--- config.mk ---
export PLATFORM = sky130hd
export DESIGN_NAME = sync_fifo_ext
export DESIGN_NICKNAME = d
export VERILOG_FILES = /design/src/rtl/sync_fifo_ext.sv
export SDC_FILE = /design/constraint.sdc
export NUM_CORES = 1
export LEC_CHECK = 0
export BUFFER_PORTS_ARGS = -buffer_cell sky130_fd_sc_hd__buf_2
export CAP_MARGIN = 15
export CORE_ASPECT_RATIO = 1.5
export CORE_MARGIN = 3
export CORE_UTILIZATION = 55
export CTS_CLUSTER_SIZE = 12
export DETAILED_ROUTE_END_ITERATION = 8
export GPL_TIMING_DRIVEN = 0
export PLACE_DENSITY = 0.76
export SYNTH_ARGS = -nofsm -noshare
export SYNTH_HDL_FRONTEND = slang
export SYNTH_SLANG_ARGS = --single-unit
--- constraint.sdc ---
create_clock -name clk -period 2.8 [get_ports clk]
set_input_delay 0 -clock clk [delete_from_list [all_inputs] [get_ports clk]]
set_output_delay 0 -clock clk [all_outputs]
set_load 0.01 [all_outputs]
--- src/rtl/sync_fifo_ext.sv ---
// Synchronous FIFO with occupancy count, almost-full/empty thresholds,
// overflow/underflow pulses and a choice of registered-read or FWFT output.
module sync_fifo_ext #(
  parameter int DEPTH    = 16,
  parameter int WIDTH    = 8,
  parameter int AF_LEVEL = DEPTH - 2,
  parameter int AE_LEVEL = 2,
  parameter int FWFT     = 0
) (
  input  logic                     clk,
  input  logic                     rst,
  input  logic                     wr,
  input  logic [WIDTH-1:0]         din,
  input  logic                     rd,
  output logic [WIDTH-1:0]         dout,
  output logic                     full,
  output logic                     empty,
  output logic                     almost_full,
  output logic                     almost_empty,
  output logic [$clog2(DEPTH):0]   count,
  output logic                     overflow,
  output logic                     underflow
);

  localparam int AW = $clog2(DEPTH);
  localparam logic [AW:0] C_DEPTH = (AW+1)'(DEPTH);
  localparam logic [AW:0] C_AF    = (AW+1)'(AF_LEVEL);
  localparam logic [AW:0] C_AE    = (AW+1)'(AE_LEVEL);

  logic [WIDTH-1:0] r_mem [DEPTH];
  logic [AW-1:0]    r_wptr;
  logic [AW-1:0]    r_rptr;
  logic [AW:0]      r_count;
  logic             r_overflow;
  logic             r_underflow;

  logic w_full;
  logic w_empty;
  logic w_wr_ok;
  logic w_rd_ok;

  // Status is decoded from the registered count, so it tracks count exactly.
  assign w_full  = (r_count == C_DEPTH);
  assign w_empty = (r_count == '0);
  // Reset discards same-cycle requests; a full FIFO refuses writes even
  // when a read frees a slot on the same edge.
  assign w_wr_ok = wr & ~w_full & ~rst;
  assign w_rd_ok = rd & ~w_empty & ~rst;

  always_ff @(posedge clk) begin
    if (w_wr_ok) begin
      r_mem[r_wptr] <= din;
    end
  end

  always_ff @(posedge clk) begin
    if (rst) begin
      r_wptr      <= '0;
      r_rptr      <= '0;
      r_count     <= '0;
      r_overflow  <= 1'b0;
      r_underflow <= 1'b0;
    end else begin
      if (w_wr_ok) r_wptr <= r_wptr + 1'b1;
      if (w_rd_ok) r_rptr <= r_rptr + 1'b1;
      case ({w_wr_ok, w_rd_ok})
        2'b10:   r_count <= r_count + 1'b1;
        2'b01:   r_count <= r_count - 1'b1;
        default: r_count <= r_count;
      endcase
      r_overflow  <= wr & w_full;
      r_underflow <= rd & w_empty;
    end
  end

  generate
    if (FWFT == 0) begin : g_reg_read
      logic [WIDTH-1:0] r_dout;
      always_ff @(posedge clk) begin
        if (rst) begin
          r_dout <= '0;
        end else if (w_rd_ok) begin
          r_dout <= r_mem[r_rptr];
        end
      end
      assign dout = r_dout;
    end else begin : g_fwft
      // Head entry is shown combinationally so a fresh write appears one edge later.
      assign dout = w_empty ? '0 : r_mem[r_rptr];
    end
  endgenerate

  assign full         = w_full;
  assign empty        = w_empty;
  assign almost_full  = (r_count >= C_AF);
  assign almost_empty = (r_count <= C_AE);
  assign count        = r_count;
  assign overflow     = r_overflow;
  assign underflow    = r_underflow;

endmodule

==> results by group, run 1 <==
Min path
  – Hold Crit Class: input pin to flip-flop
  – Hold Path Cell Cnt: 4
  – Hold_sp: wr

Route
  – Via count: 3213
  – Routed len/inst: 22.06 um
  – DRC: 0
  – Starting DRT DRC Count: 249
  – Post-DR vias/cell: 5.789
  – Final WL: 12.25 mm
  – 1st-pass router iterations: 4
  – Final ANT Viol Nets: 0

Floorplan
  – Die area: 12560 sq um
  – Initial Util: 0.5735
  – Num ports: 31
  – Die Height: 135.7 um
  – Die width: 92.50 um
  – Core Area: 10760 sq um
  – Row cnt: 46

Synthesis
  – Syn nets: 354
  – Ys async rst share: 0
  – Syn avg cell area: 18.59 sq um
  – Largest cells by area after synthesis: edfxtp_1, mux4_2, dfxtp_1
  – Yosys reg bits: 151
  – Ys Warns: 0
  – EDFF count, synth: 128
  – Seq/Total Area, Yosys: 0.6973
  – Yosys top cell area share: 0.6227
  – Post-synth top flop: edfxtp_1
  – Mapped Area: 6172 sq um
  – Yosys top cell by area: edfxtp_1
  – Cell variety after synth: 40
  – Syn Inst Count: 332

Power
  – Total power: 5.337 mW
  – Max IR drop VDD: 0.0004221 V
  – Lkg Pwr: 2.526 nW
  – PD cells: 723.3 nW/um^2

Worst setup path
  – Worst reg2reg path depth: 11
  – Worst r2r src: count[0]
  – CP arrival: 2.98 ns
  – Crit-path max FO: 6
  – R2R Path End: count[4]
  – Startpoint types: flip-flop
  – Worst setup EP type: flip-flop
  – Worst reg-to-reg setup slack: 0.12 ns
  – Crit path required time: 3.09 ns
  – Critical path destination: count[4]
  – Kind of critical path: flip-flop to flip-flop
  – Crit path from: count[0]

CTS
  – Clk_lat worst skew: 0.41 ns
  – Num CTS Buffers: 17
  – Clock transition at the registers of the reported paths: 0.06 ns
  – CTS H-tree depth: 4
  – Clock root buffer: clkbuf_16
  – CTS tree: yes
  – Clock buffer depth: 2
  – Clock Sinks: 151

Final layout
  – Antenna cell count: 0
  – Fillers: 713
  – Most frequent cells in the layout: edfxtp_1, buf_2, nor2_1
  – Post-route cell area: 7378 sq um
  – Post-layout util: 0.6855
  – Commonest non-fill, non-tap cell in the layout: edfxtp_1
  – Post-Layout Cell Count: 555
  – P&R area growth vs syn: 19.54%
  – Layout cells sized above 1: 0.3236
  – Fin nets: 420

Placed design
  – GP Congestion: 0.7858
  – Dpl ws: -0.1813 ns
  – Cells after DPL: 506
  – HPWL Detailed: 7.609 mm
  – Input/output buffers: 30
  – Dpl cell area: 6523 sq um

Global route
  – Gr usage total: 0.2154
  – Global route overflow: 0
  – Met1 usage: 0.2590
  – First-pass GRT wire length: 19.09 mm
  – GR peak layer: met2
  – Met2 usage: 0.3835
  – Vias in the first global route: 3243
  – Routing usage on met3: 0.04225
  – Initial antenna violation count: 0
  – Largest net degree at the start of global routing: 17

Timing
  – Min Clock Period, post-route: 2.681 ns
  – Worst slew margin: 0.3400
  – Clock skew: 0.007290 ns
  – WHS: 0.4397 ns
  – Crit share post-route: 0.9575
  – Hold violation count in the final report: 0
  – Setup TNS: 0 ns
  – Final setup viols: 0
  – Post-route worst setup slack: 0.1191 ns
  – F_max: 373.0 MHz
  – Slew @ Worst Pin: 0.9846 ns
  – Final Max Slew Viols: 0

Run status
  – Status: finished, final reports clean

Job
  – Max-capacitance violation count: 0
## report_power, final
group	switching [mW]	internal, mW
logic	0.213	0.181
clock network	0.849	1.58
registers	0.0338	2.48
## flip-flops by register name (all words and copies together), names as in the netlist
signal     count
underflow      1
overflow       1
dout           8
r_rptr         4
count          5
r_mem        128
r_wptr         4
## synth_stat cells (8+ instances only)
master and count:
mux4_1 9, mux2i_1 17, mux4_2 23, ha_1 9, edfxtp_1 128, nand2_1 10
nor2_1 27, nand3b_1 8, dfxtp_1 23, o221ai_2 8, inv_1 10
## worst max-delay path, cell delays in order (launching register included)
cell	delay, ns
dfxtp_4	0.37
nor4_4	0.40
a21oi_4	0.11
inv_2	0.09
ha_4	0.18
inv_4	0.05
fa_2	0.41
nor2b_4	0.14
o21ai_2	0.07
nand3_1	0.07
or3b_1	0.38
mux2_4	0.31
## cell families after synthesis
group	Yosys count	share of synthesized area
AO/OA/AOI/OAI	18	0.02960
XOR/XNOR	8	0.01135
adder cells (fa/ha/maj)	10	0.02149
buffers and inverters	28	0.02919
flip-flops	151	0.6973
multiplexers	50	0.1516
AND/OR/NAND/NOR	67	0.05940
## how the worst min path moves through the flow
stage             endpoint  slack [ns]
4_1_cts           overflow        0.42
6_report          overflow        0.44
3_3_place_gp     underflow        0.24
2_1_floorplan  r_mem[0][0]         0.1
5_1_grt           overflow        0.44
3_5_place_dp     underflow        0.25
## routing by layer
metal | vias to the layer above | wire length [um] | share of wire
met5 | - | 0 | 0
met4 | 0 | 274 | 0.022
met1 | 1648 | 4571 | 0.37
met2 | 104 | 6767 | 0.55
met3 | 19 | 632 | 0.052
li1 | 1442 | - | -
## area by class of cell
type,count,area (sq um),share of cell area
Buffer,16,122.6,0.01662
Clock buffer,19,432.9,0.05867
Clock inverter,13,202.7,0.02747
Inverter,11,48.80,0.006614
Multi-Input combinational cell,153,1763,0.2389
Sequential cell,151,4313,0.5845
Tap cell,144,180.2,0.02442
Timing Repair Buffer,48,315.3,0.04273
## what timing repair did
item / 4_1_cts / 5_1_grt
hold endpoints to repair: 132 / 0
gates cloned: 0 / 0
setup endpoints to repair: 1 / 1
setup buffers: 3 / 3
resized for setup: 8 / 11
hold buffers: 12 / 0
pin swaps: 4 / 5
(Power assumes the default switching activity.)
==> run 2, diff against run 1 <==
--- a/config.mk
+++ b/config.mk
@@ -9,11 +9,10 @@
 export CAP_MARGIN = 15
 export CORE_ASPECT_RATIO = 1.5
 export CORE_MARGIN = 3
-export CORE_UTILIZATION = 55
+export CORE_UTILIZATION = 60
 export CTS_CLUSTER_SIZE = 12
 export DETAILED_ROUTE_END_ITERATION = 8
-export GPL_TIMING_DRIVEN = 0
-export PLACE_DENSITY = 0.76
+export PLACE_DENSITY = 0.78
 export SYNTH_ARGS = -nofsm -noshare
 export SYNTH_HDL_FRONTEND = slang
 export SYNTH_SLANG_ARGS = --single-unit
==> constraint.sdc (replaced) <==
create_clock -name clk -period 3.1 [get_ports clk]
set_input_delay 0 -clock clk [delete_from_list [all_inputs] [get_ports clk]]
set_output_delay 0 -clock clk [all_outputs]
set_load 0.01 [all_outputs]
==> run 2 against run 1 <==
  * Clock-buffer cell count down 1
  * Final cell count down 5.8%
  * Clock skew down 0.00097 ns
  * Highest routed layer unchanged
  * Setup slack better by 0.046 ns
  * Total power down 17%
  * Clock power down 23%
==> results by group, run 2 (synthesis results as in run 1) <==
Worst setup path
  – Worst reg-to-reg setup slack: 0.16 ns (+0.05 ns)
  – CP arrival: 3.24 ns (+0.26 ns)
  – Startpoint types: flip-flop
  – Crit path required time: 3.41 ns (+0.32 ns)
  – Worst setup EP type: flip-flop
  – Kind of critical path: flip-flop to flip-flop
  – Crit-path max FO: 9 (+3)

Floorplan
  – Num ports: 31 (unchanged)
  – Die Height: 130.2 um (-4.1%)
  – Row cnt: 44 (-4.3%)
  – Core Area: 9854 sq um (-8.4%)
  – Initial Util: 0.6263 (+0.05286)
  – Die width: 88.81 um (-4.0%)
  – Die area: 11560 sq um (-7.9%)

Global route
  – Largest net degree at the start of global routing: 25 (+8)
  – First-pass GRT wire length: 17.84 mm (-6.5%)
  – Gr usage total: 0.2226 (+0.007210)
  – Vias in the first global route: 3249 (+0.19%)
  – Initial antenna violation count: 0 (unchanged)
  – Global route overflow: 0 (unchanged)

Timing
  – Final Max Slew Viols: 0 (unchanged)
  – Final setup viols: 0 (unchanged)
  – F_max: 340.7 MHz (-8.7%)
  – Clock skew: 0.006325 ns (-0.0009657 ns)
  – Unrepaired setup endpoints after global routing: false
  – Worst slew margin: 0.3462 (+0.006216)
  – Hold violation count in the final report: 0 (unchanged)
  – Crit share post-route: 0.9469 (-0.01057)
  – Setup TNS: 0 ns (unchanged)
  – Min Clock Period, post-route: 2.935 ns (+0.2545 ns)
  – Slew @ Worst Pin: 0.9793 ns (-0.005299 ns)

Route
  – DRC: 0 (unchanged)
  – Routed len/inst: 21.96 um (-0.46%)
  – Final ANT Viol Nets: 0 (unchanged)
  – Post-DR vias/cell: 6.019 (+4.0%)
  – Via count: 3148 (-2.0%)
  – Starting DRT DRC Count: 175 (-30%)
  – 1st-pass router iterations: 5 (+1)
  – Final WL: 11.49 mm (-6.2%)

CTS
  – Clock Sinks: 151 (unchanged)
  – Hold_buf cts: 11 (-1)
  – Num CTS Buffers: 17 (unchanged)
  – CTS H-tree depth: 4 (unchanged)
  – CTS tree: yes
  – Clk_lat worst skew: 0.42 ns (about the same)
  – Clock root buffer: clkbuf_16
  – Clock transition at the registers of the reported paths: 0.06 ns (about the same)
  – Post-CTS setup buffer count: 0 (-3)
  – Clock buffer depth: 2 (unchanged)
  – CTS resizes: 0 (-8)

Final layout
  – Max reg flops: 128 (unchanged)
  – Post-layout util: 0.7257 (+0.04021)
  – Layout cells sized above 1: 0.2966 (-0.02703)
  – Most flops, register: r_mem
  – Fillers: 579 (-19%)
  – P&R area growth vs syn: 15.87%
  – Fin nets: 417 (-0.71%)
  – Commonest non-fill, non-tap cell in the layout: edfxtp_1
  – Post-Layout Cell Count: 523 (-5.8%)
  – Antenna cell count: 0 (unchanged)
  – Most frequent cells in the layout: edfxtp_1, buf_2, nor2_1

Placed design
  – GP Congestion: 0.7768 (-1.1%)
  – Input/output buffers: 30 (unchanged)
  – Cells after DPL: 480 (-5.1%)
  – HPWL Detailed: 7.377 mm (-3.1%)

Power
  – Lkg Pwr: 2.448 nW (-3.1%)
  – Max IR drop VDD: 0.0006275 V (+49%)
  – Total power: 4.455 mW (-17%)
  – PD cells: 623.0 nW/um^2 (-14%)

Min path
  – Hold Crit Class: input pin to flip-flop

Job
  – Max-capacitance violation count: 0 (unchanged)

Run status
  – Status: finished, final reports clean
## run 2: per-layer routing
| metal | vias to the layer above | global-route usage | wire length, um |
|---|---|---|---|
| li1 | 1435 | - | - |
| met4 | 0 | 0.1014 | 261 |
| met5 | - | 0 | 0 |
| met2 | 86 | 0.3723 | 6173 |
| met3 | 21 | 0.05054 | 428 |
| met1 | 1606 | 0.2746 | 4623 |
## run 2: layout make-up
cell class                      instances  area, sq um  share of cell area
Tap cell                              115        143.9             0.02012
Sequential cell                       151         4305              0.6020
Inverter                               11        46.29            0.006473
Clock inverter                         14        116.4             0.01627
Clock buffer                           18        429.2             0.06001
Multi-Input combinational cell        153         1688              0.2360
Timing Repair Buffer                   61        422.9             0.05913
## run 2: through the flow
stage / hold slack [ns] / cell area (sq um) / setup slack (ns)
6_report: 0.3793 / 7152 / 0.1646
2_1_floorplan: 0.09887 / 6172 / 0.3606
3_3_place_gp: 0.2736 / 6496 / 0.2980
4_1_cts: 0.3715 / 7152 / 0.1600
3_5_place_dp: 0.2673 / 6496 / 0.1747
5_1_grt: 0.3900 / 7152 / 0.009559
## run 2: worst max-delay path, cell delays in order, from the launching register on
cell and delay, ns:
dfxtp_1 0.38, nor4_4 0.38, a21oi_2 0.20, inv_1 0.09
ha_1 0.23, inv_1 0.10, fa_1 0.39, nor2b_1 0.20
o21ai_1 0.10, nand3_1 0.08, or3b_1 0.35, mux2_1 0.31
## run 2: worst paths after layout
path	from	cells after the start	endpoint
worst max-delay path	count[0]	11	count[4]
worst min-delay path	rd	4	underflow
worst max register to register	count[0]	11	count[4]
worst min register to register	dout[7]	2	dout[7]
## run 2: where the power goes
group / internal (mW) / total (mW) / leakage [nW] / switching [mW]
clock network: 1.04 / 1.88 / 0.257 / 0.836
registers: 2.24 / 2.28 / 1.34 / 0.0426
logic: 0.134 / 0.296 / 0.851 / 0.162
==> run 3, diff against run 2 <==
--- a/config.mk
+++ b/config.mk
@@ -10,6 +10,7 @@
 export CORE_ASPECT_RATIO = 1.5
 export CORE_MARGIN = 3
 export CORE_UTILIZATION = 60
+export CTS_BUF_LIST = sky130_fd_sc_hd__clkbuf_4 sky130_fd_sc_hd__clkbuf_8
 export CTS_CLUSTER_SIZE = 12
 export DETAILED_ROUTE_END_ITERATION = 8
 export PLACE_DENSITY = 0.78
==> run 3 against run 2 <==
  * Utilization decreased by 1.9 points
  * Total power decreased by 12%
  * Sequential share of layout area increased by 1.6 points
  * Largest cell class unchanged
  * Critical path type unchanged
  * Register-to-register slack about the same
  * Wire length decreased by 2.6%
  * Sequential power about the same
  * Final cell count unchanged
  * Clock power decreased by 29%
  * Global-route usage decreased by 0.65 points
  * Die area unchanged
  * Sequential cell count unchanged
  * Clock skew increased by 0.0030 ns
  * Critical endpoint unchanged
==> results by group, run 3 (synthesis results as in run 1) <==
Placed design
  – Dpl ws: 0.1747 ns (unchanged)
  – HPWL Detailed: 7.377 mm (unchanged)
  – GP Congestion: 0.7768 (unchanged)
  – Input/output buffers: 30 (unchanged)
  – Dpl cell area: 6496 sq um (unchanged)

Power
  – Max IR drop VDD: 0.0004131 V (-34%)
  – Clock power frac: 0.343 (-0.079)
  – PD cells: 561.6 nW/um^2 (-9.8%)
  – Net Sw Power: 961.1 uW (-7.6%)
  – Int Pwr: 2.950 mW (-14%)
  – Sw Ratio: 0.2457 (+0.01217)
  – Total power: 3.911 mW (-12%)
  – Gate power share: 0.075 (+0.008)
  – Lkg Pwr: 2.364 nW (-3.4%)
  – Register share of total power: 0.582 (+0.070)

Floorplan
  – Num ports: 31 (unchanged)
  – Initial Util: 0.6263 (unchanged)
  – Core Area: 9854 sq um (unchanged)
  – Die area: 11560 sq um (unchanged)
  – Die Height: 130.2 um (unchanged)
  – Die width: 88.81 um (unchanged)
  – Row cnt: 44 (unchanged)

Worst setup path
  – CP arrival: 3.28 ns (+0.04 ns)
  – Kind of critical path: flip-flop to flip-flop
  – WP depth: 11 (unchanged)
  – Worst r2r src: count[0]
  – CP most frequent cell: inv_1
  – Max incr delay on CP: 0.39 ns (about the same)
  – Critical path destination: count[4]
  – Crit-path max FO: 9 (unchanged)
  – Crit-path cells: nor4_4 > a21oi_2 > inv_1 > ha_1 > inv_1 > fa_1 > nor2b_1 > o21ai_1 > nand3_1 > or3b_1 > mux2_1
  – Crit path required time: 3.44 ns (+0.03 ns)
  – R2R Path End: count[4]
  – Worst reg2reg path depth: 11 (unchanged)
  – Buf/Inv on CP: 2 (unchanged)
  – Worst setup EP type: flip-flop
  – CP max stage cell: dfxtp_1
  – Crit path from: count[0]
  – Startpoint types: flip-flop
  – Worst reg-to-reg setup slack: 0.16 ns (about the same)
  – Delay-heaviest family, CP: simple AND/OR/NAND/NOR gates

CTS
  – CTS tree: yes
  – Clock buffer depth: 2 (unchanged)
  – Clk_lat worst skew: 0.45 ns (+0.03 ns)
  – Clock root buffer: clkbuf_8
  – CTS H-tree depth: 4 (unchanged)
  – Num CTS Buffers: 17 (unchanged)
  – Clock Sinks: 151 (unchanged)
  – Clock transition at the registers of the reported paths: 0.08 ns (+0.02 ns)

Route
  – Final WL: 11.19 mm (-2.6%)
  – Routed len/inst: 21.40 um (-2.6%)
  – Starting DRT DRC Count: 161 (-8.0%)
  – DRC: 0 (unchanged)
  – Via count: 3070 (-2.5%)
  – 1st-pass router iterations: 4 (-1)
  – Post-DR vias/cell: 5.870 (-2.5%)
  – Final ANT Viol Nets: 0 (unchanged)

Timing
  – Post-route worst setup slack: 0.1601 ns (-0.004442 ns)
  – Final Max Slew Viols: 0 (unchanged)
  – Hold violation count in the final report: 0 (unchanged)
  – Crit share post-route: 0.9483 (+0.001433)
  – Unrepaired setup endpoints after global routing: false
  – Setup TNS: 0 ns (unchanged)
  – F_max: 340.2 MHz (-0.15%)
  – WHS: 0.3580 ns (-0.02124 ns)
  – Final setup viols: 0 (unchanged)
  – Clock skew: 0.009339 ns (+0.003015 ns)
  – Slew @ Worst Pin: 0.9488 ns (-0.03057 ns)
  – Worst slew margin: 0.3666 (+0.02041)
  – Min Clock Period, post-route: 2.940 ns (+0.004442 ns)

Min path
  – Hold Crit Class: input pin to flip-flop

Global route
  – Vias in the first global route: 3179 (-2.2%)
  – First-pass GRT wire length: 17.31 mm (-2.9%)
  – Gr usage total: 0.2161 (-0.006492)
  – Initial antenna violation count: 0 (unchanged)
  – Largest net degree at the start of global routing: 25 (unchanged)
  – Global route overflow: 0 (unchanged)

Final layout
  – Fin nets: 417 (unchanged)
  – Most frequent cells in the layout: edfxtp_1, buf_2, nor2_1
  – Commonest non-fill, non-tap cell in the layout: edfxtp_1
  – Most flops, register: r_mem
  – Post-route cell area: 6964 sq um (-2.6%)
  – P&R area growth vs syn: 12.83%
  – Max reg flops: 128 (unchanged)
  – Layout cells sized above 1: 0.2990 (+0.002451)
  – Antenna cell count: 0 (unchanged)

Job
  – Max-capacitance violation count: 0 (unchanged)

Run status
  – Status: finished, final reports clean
[run 3: cell count changes in the layout (fill, tap and decap cells not counted)]
cell,previous run,this run
clkbuf_16,17,0
clkbuf_8,0,17
clkbuf_1,1,0
clkbuf_4,0,1
[run 3: how the worst min path moves through the flow]
stage	from	end	slack, ns	cells after the start
floorplan	din[0]	r_mem[0][0]	0.1	0
global placement	rd	underflow	0.27	3
detailed placement	rd	underflow	0.27	3
CTS	rd	underflow	0.33	4
global route	rd	underflow	0.35	4
finish	rd	underflow	0.36	4
[run 3: per-stage QoR]
stage / util / instances
detailed placement: 0.6592 / 480
global placement: 0.6592 / 480
floorplan: - / 332
global route: 0.7067 / 523
finish: 0.7067 / 523
CTS: 0.7067 / 523
[run 3: area by class of cell]
class	instances	area, sq um
clock inverter	14	116.4
clock buffer	18	241.5
inverter	11	46.29
timing repair buffer	61	422.9
sequential	151	4305
tap	115	143.9
fill	593	2890
multi-input combinational	153	1688
[run 3: power groups by stage]
stage / logic [mW] / clock network [mW] / registers, mW
5_1_grt: 0.323 / 1.46 / 2.28
3_5_place_dp: 0.287 / 0 / 2.32
4_1_cts: 0.299 / 1.38 / 2.28
3_3_place_gp: 0.280 / 0 / 2.32
6_report: 0.295 / 1.34 / 2.28
2_1_floorplan: 0.196 / 0 / 2.31
[run 3: worst min-delay path, delay by kind of cell]
kind | cells | cell delay, ns
buffers and inverters | 2 | 0.63
and+or+nand+nor | 2 | 0.14
[run 3: what timing repair did]
item	CTS	global route
gates resized for setup	0	0
setup buffers	0	0
hold endpoints to repair	140	0
hold buffers	11	0
endpoints found under the setup margin	0	0
[run 3: routing by layer]
metal / wire length, um / vias up / part of all wire / GRT usage
li1: - / 1428 / - / -
met3: 578 / 12 / 0.052 / 0.05054
met1: 4344 / 1541 / 0.39 / 0.2650
met5: 0 / - / 0 / 0
met4: 199 / 0 / 0.018 / 0.09342
met2: 6070 / 89 / 0.54 / 0.3644
